===== config.mk =====
export PLATFORM = sky130hd
export DESIGN_NAME = hazard_scoreboard_flat
export DESIGN_NICKNAME = d
export VERILOG_FILES = /design/src/rtl/hazard_pkg.sv /design/src/rtl/hazard_scoreboard_if.sv /design/src/rtl/pending_rd_fifo.sv /design/src/rtl/hazard_scoreboard.sv /design/src/flat_wrapper.sv
export SDC_FILE = /design/constraint.sdc
export NUM_CORES = 1
export LEC_CHECK = 0
export BUFFER_PORTS_ARGS = -buffer_cell sky130_fd_sc_hd__buf_4
export CAP_MARGIN = 15
export CORE_MARGIN = 2
export CORE_UTILIZATION = 57
export CTS_CLUSTER_SIZE = 20
export DETAILED_ROUTE_END_ITERATION = 8
export GPL_TIMING_DRIVEN = 0
export PLACE_DENSITY_LB_ADDON = 0.1
export SLEW_MARGIN = 20
export SYNTH_ARGS = -nofsm -noshare
export SYNTH_HDL_FRONTEND = slang
export SYNTH_SLANG_ARGS = --single-unit

===== constraint.sdc =====
create_clock -name clk_i -period 3.6 [get_ports clk_i]
set_input_delay 0.54 -clock clk_i [delete_from_list [all_inputs] [get_ports clk_i]]
set_output_delay 0.54 -clock clk_i [all_outputs]
set_load 0.005 [all_outputs]

===== src/rtl/hazard_pkg.sv =====
// Opcode constants and decode helpers for the data-hazard scoreboard.
// The pipeline decoder reuses the same functions so both agree on operand usage.
package hazard_pkg;

  localparam logic [4:0] OP_LOAD   = 5'b00000;
  localparam logic [4:0] OP_STORE  = 5'b01000;
  localparam logic [4:0] OP_BRANCH = 5'b11000;
  localparam logic [4:0] OP_JALR   = 5'b11001;
  localparam logic [4:0] OP_OPIMM  = 5'b00100;
  localparam logic [4:0] OP_OP     = 5'b01100;
  localparam logic [4:0] OP_SYSTEM = 5'b11100;

  typedef struct packed {
    logic rs1;
    logic rs2;
    logic rd;
    logic lng;
  } dec_t;

  // f3 is instr[14]: 0 selects the register form of a CSR op, which reads rs1.
  function automatic logic uses_rs1(input logic [4:0] op, input logic f3);
    return (op == OP_BRANCH) || (op == OP_JALR) || (op == OP_LOAD) ||
           (op == OP_STORE)  || (op == OP_OPIMM) || (op == OP_OP)  ||
           ((op == OP_SYSTEM) && !f3);
  endfunction

  function automatic logic uses_rs2(input logic [4:0] op);
    return (op == OP_BRANCH) || (op == OP_STORE) || (op == OP_OP);
  endfunction

  function automatic logic writes_rd(input logic [4:0] op);
    return !((op == OP_BRANCH) || (op == OP_STORE));
  endfunction

  function automatic dec_t decode(input logic [4:0] op, input logic f3);
    dec_t d;
    d.rs1 = uses_rs1(op, f3);
    d.rs2 = uses_rs2(op);
    d.rd  = writes_rd(op);
    d.lng = (op == OP_LOAD);
    return d;
  endfunction

endpackage


===== src/rtl/hazard_scoreboard_if.sv =====
// ID/EX/writeback signals seen by the scoreboard, plus its status outputs.
// master = pipeline side, slave = scoreboard side.
interface hazard_scoreboard_if #(
  parameter int DEPTH = 4,
  parameter int RA_W  = 5
);
  localparam int CW = $clog2(DEPTH) + 1;

  logic            id_valid;
  logic [4:0]      id_opcode;
  logic            id_funct3;
  logic [RA_W-1:0] id_rs1, id_rs2, id_rd;
  logic            ex_valid, ex_long, ex_advance;
  logic [RA_W-1:0] ex_rd;
  logic            cmpl_valid;
  logic            hazard_stall;
  logic [RA_W-1:0] head_rd;
  logic [CW-1:0]   sb_count;
  logic            sb_full, sb_empty;
  logic            err_overflow, err_underflow;

  modport master (
    output id_valid, id_opcode, id_funct3, id_rs1, id_rs2, id_rd,
           ex_valid, ex_long, ex_rd, ex_advance, cmpl_valid,
    input  hazard_stall, head_rd, sb_count, sb_full, sb_empty,
           err_overflow, err_underflow
  );

  modport slave (
    input  id_valid, id_opcode, id_funct3, id_rs1, id_rs2, id_rd,
           ex_valid, ex_long, ex_rd, ex_advance, cmpl_valid,
    output hazard_stall, head_rd, sb_count, sb_full, sb_empty,
           err_overflow, err_underflow
  );
endinterface


===== src/rtl/pending_rd_fifo.sv =====
// In-order queue of destination registers awaiting long-latency writeback.
// Every entry and its valid bit are exposed so the top can compare in parallel.
module pending_rd_fifo #(
  parameter int DEPTH = 4,
  parameter int RA_W  = 5,
  localparam int PW   = $clog2(DEPTH),
  localparam int CW   = PW + 1
) (
  input  logic                       clk_i,
  input  logic                       reset_i,
  input  logic                       i_push,
  input  logic                       i_pop,
  input  logic [RA_W-1:0]            i_rd,
  output logic [DEPTH-1:0][RA_W-1:0] o_entries,
  output logic [DEPTH-1:0]           o_vld,
  output logic [RA_W-1:0]            o_head_rd,
  output logic [CW-1:0]              o_count,
  output logic                       o_full,
  output logic                       o_empty,
  output logic                       o_ovf_evt,
  output logic                       o_udf_evt
);
  logic [DEPTH-1:0][RA_W-1:0] r_mem;
  logic [DEPTH-1:0]           r_vld;
  logic [PW-1:0]              r_head, r_tail;
  logic [CW-1:0]              r_count;
  logic                       w_do_push, w_do_pop;

  assign o_full    = (r_count == CW'(DEPTH));
  assign o_empty   = (r_count == '0);
  // A full queue still accepts a push when the head leaves on the same edge.
  assign w_do_pop  = i_pop & ~o_empty;
  assign w_do_push = i_push & (~o_full | w_do_pop);
  assign o_ovf_evt = i_push & o_full & ~w_do_pop;
  assign o_udf_evt = i_pop & o_empty;

  assign o_entries = r_mem;
  assign o_vld     = r_vld;
  assign o_count   = r_count;
  assign o_head_rd = o_empty ? '0 : r_mem[r_head];

  // Pointer/count/storage update; on full push+pop head==tail and the set wins.
  always_ff @(posedge clk_i) begin
    if (!reset_i) begin
      r_mem   <= '0;
      r_vld   <= '0;
      r_head  <= '0;
      r_tail  <= '0;
      r_count <= '0;
    end else begin
      if (w_do_pop) begin
        r_vld[r_head] <= 1'b0;
        r_head        <= r_head + PW'(1);
      end
      if (w_do_push) begin
        r_mem[r_tail] <= i_rd;
        r_vld[r_tail] <= 1'b1;
        r_tail        <= r_tail + PW'(1);
      end
      r_count <= r_count + CW'(w_do_push) - CW'(w_do_pop);
    end
  end
endmodule


===== src/rtl/hazard_scoreboard.sv =====
// Decode-stage hazard unit: stalls ID on RAW/WAW against the EX long op or any
// pending writeback, and on lack of room for another long op.
module hazard_scoreboard
  import hazard_pkg::*;
#(
  parameter int DEPTH = 4,
  parameter int RA_W  = 5
) (
  input logic               clk_i,
  input logic               reset_i,
  hazard_scoreboard_if.slave bus
);
  localparam int CW = $clog2(DEPTH) + 1;

  dec_t                       w_dec;
  logic                       w_ex_long, w_push;
  logic [DEPTH-1:0][RA_W-1:0] w_entries;
  logic [DEPTH-1:0]           w_vld, w_hit1, w_hit2, w_hitd;
  logic [CW-1:0]              w_count;
  logic                       w_full, w_empty, w_ovf_evt, w_udf_evt;
  logic                       w_pend1, w_pend2, w_pendd, w_struct;
  logic                       r_ovf, r_udf;

  assign w_dec     = decode(bus.id_opcode, bus.id_funct3);
  assign w_ex_long = bus.ex_valid & bus.ex_long;
  assign w_push    = w_ex_long & bus.ex_advance & (bus.ex_rd != '0);

  pending_rd_fifo #(.DEPTH(DEPTH), .RA_W(RA_W)) u_fifo (
    .clk_i     (clk_i),
    .reset_i   (reset_i),
    .i_push    (w_push),
    .i_pop     (bus.cmpl_valid),
    .i_rd      (bus.ex_rd),
    .o_entries (w_entries),
    .o_vld     (w_vld),
    .o_head_rd (bus.head_rd),
    .o_count   (w_count),
    .o_full    (w_full),
    .o_empty   (w_empty),
    .o_ovf_evt (w_ovf_evt),
    .o_udf_evt (w_udf_evt)
  );

  // Per-entry compare; an entry popping this cycle still matches (no bypass).
  for (genvar i = 0; i < DEPTH; i++) begin : g_cmp
    assign w_hit1[i] = w_vld[i] & (w_entries[i] == bus.id_rs1);
    assign w_hit2[i] = w_vld[i] & (w_entries[i] == bus.id_rs2);
    assign w_hitd[i] = w_vld[i] & (w_entries[i] == bus.id_rd);
  end

  // x0 never creates a dependency.
  assign w_pend1 = (bus.id_rs1 != '0) & ((w_ex_long & (bus.ex_rd == bus.id_rs1)) | (|w_hit1));
  assign w_pend2 = (bus.id_rs2 != '0) & ((w_ex_long & (bus.ex_rd == bus.id_rs2)) | (|w_hit2));
  assign w_pendd = (bus.id_rd  != '0) & ((w_ex_long & (bus.ex_rd == bus.id_rd))  | (|w_hitd));
  assign w_struct = w_dec.lng &
                    (({1'b0, w_count} + (CW+1)'(w_ex_long)) >= (CW+1)'(DEPTH));

  assign bus.hazard_stall = bus.id_valid &
                            ((w_dec.rs1 & w_pend1) | (w_dec.rs2 & w_pend2) |
                             (w_dec.rd & w_pendd) | w_struct);

  assign bus.sb_count      = w_count;
  assign bus.sb_full       = w_full;
  assign bus.sb_empty      = w_empty;
  assign bus.err_overflow  = r_ovf;
  assign bus.err_underflow = r_udf;

  // Sticky error flags, cleared only by reset.
  always_ff @(posedge clk_i) begin
    if (!reset_i) begin
      r_ovf <= 1'b0;
      r_udf <= 1'b0;
    end else begin
      if (w_ovf_evt) r_ovf <= 1'b1;
      if (w_udf_evt) r_udf <= 1'b1;
    end
  end
endmodule


===== src/flat_wrapper.sv =====
// flat-port wrapper written by rule: the top's interface ports become plain ports
module hazard_scoreboard_flat import hazard_pkg::*;
#(
  parameter int DEPTH = 4,
  parameter int RA_W  = 5
)
  (clk_i, reset_i, bus_id_valid, bus_id_opcode, bus_id_funct3, bus_id_rs1, bus_id_rs2, bus_id_rd, bus_ex_valid, bus_ex_long, bus_ex_rd, bus_ex_advance, bus_cmpl_valid, bus_hazard_stall, bus_head_rd, bus_sb_count, bus_sb_full, bus_sb_empty, bus_err_overflow, bus_err_underflow);
  hazard_scoreboard_if #(.DEPTH(DEPTH), .RA_W(RA_W)) bus_i ();
  input logic clk_i;
  input logic reset_i;
  input wire logic [$bits(bus_i.id_valid)-1:0] bus_id_valid;
  input wire logic [$bits(bus_i.id_opcode)-1:0] bus_id_opcode;
  input wire logic [$bits(bus_i.id_funct3)-1:0] bus_id_funct3;
  input wire logic [$bits(bus_i.id_rs1)-1:0] bus_id_rs1;
  input wire logic [$bits(bus_i.id_rs2)-1:0] bus_id_rs2;
  input wire logic [$bits(bus_i.id_rd)-1:0] bus_id_rd;
  input wire logic [$bits(bus_i.ex_valid)-1:0] bus_ex_valid;
  input wire logic [$bits(bus_i.ex_long)-1:0] bus_ex_long;
  input wire logic [$bits(bus_i.ex_rd)-1:0] bus_ex_rd;
  input wire logic [$bits(bus_i.ex_advance)-1:0] bus_ex_advance;
  input wire logic [$bits(bus_i.cmpl_valid)-1:0] bus_cmpl_valid;
  output wire logic [$bits(bus_i.hazard_stall)-1:0] bus_hazard_stall;
  output wire logic [$bits(bus_i.head_rd)-1:0] bus_head_rd;
  output wire logic [$bits(bus_i.sb_count)-1:0] bus_sb_count;
  output wire logic [$bits(bus_i.sb_full)-1:0] bus_sb_full;
  output wire logic [$bits(bus_i.sb_empty)-1:0] bus_sb_empty;
  output wire logic [$bits(bus_i.err_overflow)-1:0] bus_err_overflow;
  output wire logic [$bits(bus_i.err_underflow)-1:0] bus_err_underflow;
  assign bus_i.id_valid = bus_id_valid;
  assign bus_i.id_opcode = bus_id_opcode;
  assign bus_i.id_funct3 = bus_id_funct3;
  assign bus_i.id_rs1 = bus_id_rs1;
  assign bus_i.id_rs2 = bus_id_rs2;
  assign bus_i.id_rd = bus_id_rd;
  assign bus_i.ex_valid = bus_ex_valid;
  assign bus_i.ex_long = bus_ex_long;
  assign bus_i.ex_rd = bus_ex_rd;
  assign bus_i.ex_advance = bus_ex_advance;
  assign bus_i.cmpl_valid = bus_cmpl_valid;
  assign bus_hazard_stall = bus_i.hazard_stall;
  assign bus_head_rd = bus_i.head_rd;
  assign bus_sb_count = bus_i.sb_count;
  assign bus_sb_full = bus_i.sb_full;
  assign bus_sb_empty = bus_i.sb_empty;
  assign bus_err_overflow = bus_i.err_overflow;
  assign bus_err_underflow = bus_i.err_underflow;
  hazard_scoreboard #(.DEPTH(DEPTH), .RA_W(RA_W)) u_core (.clk_i(clk_i), .reset_i(reset_i), .bus(bus_i));
endmodule

**Word level (Yosys, flattened, before mapping)**

Cells that the tools add are included.

- Add/sub/neg operators: 5
- $lt $le $gt $ge: 5
- Eq/ne operators: 22
- Multiplexer cells: 13
- Bitwise gates (word level): 44
- Reductions and logical operators: 22

Operators by type and width:

| operator | number |
|---|---|
| 5-bit == test | 15 |
| 1-bit bitwise AND | 31 |
| 20-bit bitwise mux | 1 |
| 5-bit nonzero test | 4 |
| 5-bit == test (second input constant) | 3 |
| 5-bit two-way mux | 3 |
| 4-bit two-way mux | 3 |
| 4-bit OR reduction | 3 |
| 5-bit binary-select mux with 2-bit select | 1 |
| 5-bit demux with 2-bit select | 1 |
| 5-bit by 4-bit == test with 1-bit output (second input constant) | 2 |
| 1-bit logical OR | 8 |
| 1-bit bitwise OR | 7 |
| 2-bit by 3-bit less-than comparator with 1-bit output (second input constant) | 2 |
| 5-bit by 3-bit == test with 1-bit output (second input constant) | 1 |
| 5-bit zero test | 1 |
| 2-bit by 1-bit adder with 2-bit output (second input constant) | 2 |
| 3-bit by 1-bit adder with 4-bit output | 1 |
| 4-bit bitwise AND | 1 |
| 1-bit demux with 2-bit select | 2 |
| 2-bit by 1-bit >= comparator with 1-bit output (second input constant) | 2 |
| 4-bit by 3-bit >= comparator with 1-bit output (second input constant) | 1 |
| 4-bit inverter | 1 |
| 4-bit bitwise OR | 1 |
| other kinds (8) | 14 |

- Flip-flop bits (word level): 33
- Input port bits: 33
- Output and inout bits: 13
- Word-level logic and storage cells: 121

**Logic depth before layout (Yosys ltp)**

- Depth in word-level cells: 12
- Depth in mapped cells: 11
- Mapped depth without buffers: 9

**By module**

Synthesis repeated with hierarchy kept, for this count alone.

- Cells, all modules: 303
- Area, all modules: 2728.9 µm²

Modules (own cells, without submodules):

| module | times used | cells each | area an instance (µm²) | sequential area each (µm²) |
|---|---|---|---|---|
| pending_rd_fifo | 1 | 150 | 1556.5 | 620.6 |
| hazard_scoreboard | 1 | 153 | 1172.4 | 40.0 |

**Least setup slack after synthesis**

Ideal clock, no wire load.

- Kind: input to register
- Start: input port bus_ex_rd[1]
- End: register u_core.u_fifo.r_count[2], in the netlist u_core.u_fifo.o_count[2]
- Arrival time: 2.552 ns
- Data required time: 3.485 ns
- Slack: 0.933 ns
- Stages on the path: 11
- Cell sequence: buf_4 -> or4_4 -> o2111ai_2 -> nor2b_1 -> buf_6 -> nand2b_1 -> nand2_1 -> ha_1 -> fa_1 -> xnor2_1 -> and2_1

- Longest elaborated chain between the ends: 5

RTL lines:

| element | RTL line | RTL |
|---|---|---|
| from (decl) | flat_wrapper.sv:19 | `input wire logic [$bits(bus_i.ex_rd)-1:0] bus_ex_rd;` |
| 5-bit nonzero test | hazard_scoreboard.sv:26 | `assign w_push = w_ex_long & bus.ex_advance & (bus.ex_rd != '0);` |
| 1-bit bitwise AND | hazard_scoreboard.sv:26 |  |
| 1-bit bitwise AND | pending_rd_fifo.sv:33 | `assign w_do_push = i_push & (~o_full \| w_do_pop);` |
| 3-bit by 1-bit adder with 3-bit output | pending_rd_fifo.sv:60 | `r_count <= r_count + CW'(w_do_push) - CW'(w_do_pop);` |
| 3-bit by 1-bit subtractor with 3-bit output | pending_rd_fifo.sv:60 |  |
| to (signal assigned) | pending_rd_fifo.sv:60 |  |
| to (decl) | pending_rd_fifo.sv:26 | `logic [CW-1:0] r_count;` |

No other way between the ends.
A chain may end at the register's enable or synchronous reset.

**Final worst setup path**

- Start: register u_core.u_fifo.r_mem, in the netlist u_core.u_fifo.o_entries[19]
- End: output port bus_hazard_stall

- Longest elaborated chain between the ends: 10
- Elaborated cells on any way between the ends: 22
- Those cells by class: eq/ne: 3; bitwise: 16; reduce/logical: 3

RTL lines:

| element | RTL line | RTL |
|---|---|---|
| from (decl) | pending_rd_fifo.sv:23 | `logic [DEPTH-1:0][RA_W-1:0] r_mem;` |
| from (signal, indexed assignment) | pending_rd_fifo.sv:56 | `r_mem[r_tail] <= i_rd;` |
| 5-bit == test (on tied branches) | hazard_scoreboard.sv:46, hazard_scoreboard.sv:47 |  |
| 1-bit bitwise AND (on tied branches) | hazard_scoreboard.sv:46, hazard_scoreboard.sv:47 |  |
| 4-bit OR reduction (on tied branches) | hazard_scoreboard.sv:52, hazard_scoreboard.sv:53 |  |
| 1-bit bitwise OR (on tied branches) | hazard_scoreboard.sv:52, hazard_scoreboard.sv:53 |  |
| 1-bit bitwise AND (on tied branches) | hazard_scoreboard.sv:52, hazard_scoreboard.sv:53 |  |
| 1-bit bitwise AND | hazard_scoreboard.sv:59 | `((w_dec.rs1 & w_pend1) \| (w_dec.rs2 & w_pend2) \|` |
| 1-bit bitwise OR | hazard_scoreboard.sv:59 |  |
| 1-bit bitwise OR (*) | hazard_scoreboard.sv:59 |  |
| 1-bit bitwise OR (*) | hazard_scoreboard.sv:60 | `(w_dec.rd & w_pendd) \| w_struct);` |
| 1-bit bitwise AND (*) | hazard_scoreboard.sv:58 | `assign bus.hazard_stall = bus.id_valid &` |
| to (decl) | flat_wrapper.sv:22 | `output wire logic [$bits(bus_i.hazard_stall)-1:0] bus_hazard_stall;` |

Mark *: on every way between the ends. The rest lies on a longest branch, timed or not.

==> impl_metrics.toml <==
[status]
outcome = "finished, final reports clean"

[grt]
grt_max_degree = 11
grt_first_pass_wirelength_mm = 11.4
grt_usage = 0.278
grt-ovfl-total = 0
grt_pass1_vias = 2229
antenna_found_initial = 0

[routing]
drtAntennaViolNets = 0
wl_mm = 7.24
vias_per_cell = 5.68
drt_iter0_markers = 153
wl_per_cell_um = 17.1
first_pass_iters = 4
drc = 0
num_vias = 2398

[placement]
io_buffers = 25
dp_hpwl_mm = 5.66
pre_cts_ws_ns = 0.782
gp_congestion = 0.954

[timing]
worst_slew_pin_slew_ns = 0.659
skew_ns = 0.00646
slew_violations = 0
setup_violations = 0
period_needed_ns = 2.73
rsz0062_at_grt = "no"
final.setup.worst_slack_ns = 0.872
hold_violations = 0
fmax_mhz = 367
tns_ns = 0
max_slew_margin = 0.558
period_share = 0.758
hold_ws_ns = 0.476

[clock_network]
cts.sinks = 33
cts-root-buf = "clkbuf_8"
cts_buffers = 5
htree_levels = 2
cts.clk_slew.worst_paths_ns = 0.06
ctsResizeCount = 0
postCtsSetupBuffers = 0
clock_path_buffers = 2
cts_tree = "yes"
postCtsHoldBufs = 0
clk_latency_ns = 0.29

[setup_path]
required_ns = 3.06
worstSetupPathType = "reg -> out"
cp_data_arrival_time_ns = 2.19
cp_max_fo = 5
cp-start-kind = "flop"
crit_path_end_kind = "output port"

[layout]
antenna_cells = 0
drive_gt1_frac = 0.228
post-route-util = 0.672
fillers = 436
syn_to_final_growth_pct = 12.8
layout.nets = 399

[die]
start_util = 0.595
boundaryPins = 46
die_area_mm2 = 0.00555
rows = 25
dieWidth_um = 74.5
core_area_mm2 = 0.00475
die_h_um = 74.5

[synth]
syn_area_per_cell_um2 = 8.76
syn_inst = 323
synthTopCellsByArea = "dfxtp_1 (23%), xor2_1 (19%), a21boi_2 (8.0%), xnor2_1 (5.6%), nand3_1 (5.3%)"
yosysSeqAreaShare = 0.233
syn_nets = 367
yosys_register_bits = 33
synth_cell_types = 37
yosysTopAreaCellShare = 0.233
synth_top_cell_by_area = "dfxtp_1"
synthesis.area_mm2 = 0.00283
yosysWarnings = 0

[power]
total_power_uw = 1160
ir_drop_mv = 0.204
p_leak_uw = 0.00131
powerDensity_mw_per_mm2 = 363

[hold_path]
hp-class = "reg -> reg"

[run]
max_cap_violations = 0
## area by class of cell
cell class	instances	area (µm²)	area share
multi-input combinational	255	1990	0.623
sequential	33	661	0.207
timing repair buffer	25	188	0.0588
buffer	29	164	0.0513
clock buffer	7	86.3	0.0270
tap	67	83.8	0.0263
inverter	6	22.5	0.00705
## kinds of logic after synthesis
| family | share of synthesized area |
|---|---|
| AND/OR/NAND/NOR | 0.238 |
| multiplexers | 0.0469 |
| adder cells (fa/ha/maj) | 0.0513 |
| AO/OA/AOI/OAI | 0.123 |
| buffers and inverters | 0.0659 |
| flip-flops | 0.233 |
| XOR/XNOR | 0.241 |
## worst max-delay path: stages (launching register included)
cell     delay (ns)
dfxtp_1        0.49
xor2_1         0.22
nor4_1         0.08
and3_1         0.17
a31oi_1        0.16
a31oi_1        0.12
or4_1          0.50
buf_4          0.15
## flip-flops by register name (all words and copies together) (netlist names)
register and count:
u_core.bus.err_overflow 1, u_core.u_fifo.o_entries 20, u_core.u_fifo.o_vld 4, u_core.u_fifo.r_tail 2, u_core.bus.err_underflow 1, u_core.u_fifo.r_head 2, u_core.u_fifo.o_count 3
## per-layer routing
layer	wire [µm]	global-route usage	vias up
li1	-	-	1162
met1	3220	0.376	1147
met2	3470	0.455	70
met3	397	0.0474	19
met4	148	0.0873	0
met5	0	0	-
## worst paths after layout
kind,from,to,slack [ns],cells after the start
setup reg to reg,u_core.u_fifo.o_count[1]$_SDFF_PN0_,u_core.u_fifo.o_count[2]$_SDFF_PN0_,1.20,9
hold reg to reg,u_core.bus.err_overflow$_SDFFE_PN0P_,u_core.bus.err_overflow$_SDFFE_PN0P_,0.48,1
hold / removal,u_core.bus.err_overflow$_SDFFE_PN0P_,u_core.bus.err_overflow$_SDFFE_PN0P_,0.48,1
setup / recovery,u_core.u_fifo.o_entries[19]$_SDFFE_PN0P_,bus_hazard_stall,0.87,7
## cell usage in the layout (no fill, tap or decap), types with 6 or more instances in the layout
cell	Yosys	layout
nand2_1	32	32
xnor2_1	18	18
a21boi_2	20	20
buf_4	1	26
buf_2	11	11
inv_1	6	6
xor2_1	60	60
clkbuf_1	12	13
nand3_1	30	30
nor2b_1	12	12
clkbuf_8	0	6
ha_1	10	10
dfxtp_1	33	33
nor4_1	15	15
## stage by stage
step	area, µm²	cells
2_1_floorplan	2830	323
3_3_place_gp	3100	415
3_5_place_dp	3100	415
4_1_cts	3190	422
5_1_grt	3190	422
6_report	3190	422
## power breakdown
part           switching [µW]  total (µW)  internal, µW
logic                     225         435           210
clock network             135         286           152
registers                40.7         439           398
total                     400        1160           760
## synthesized netlist by cell type (all sizes together)
cell type / instances
ha: 10
mux4: 5
nor2: 2
nand4: 4
buf: 17
a31oi: 5
nand2b: 3
nand2: 36
nor3b: 1
xor2: 60
or4: 5
inv: 6
o21a: 1
and3: 4
o221ai: 1
or4b: 1
nand3: 30
o2111ai: 1
nor2b: 12
dfxtp: 33
nor3: 3
fa: 1
o211ai: 1
a21boi: 24
and3b: 1
mux2i: 2
nor4: 15
o21bai: 1
clkbuf: 12
and2: 5
a21oi: 3
xnor2: 18
(Power assumes the default switching activity.)
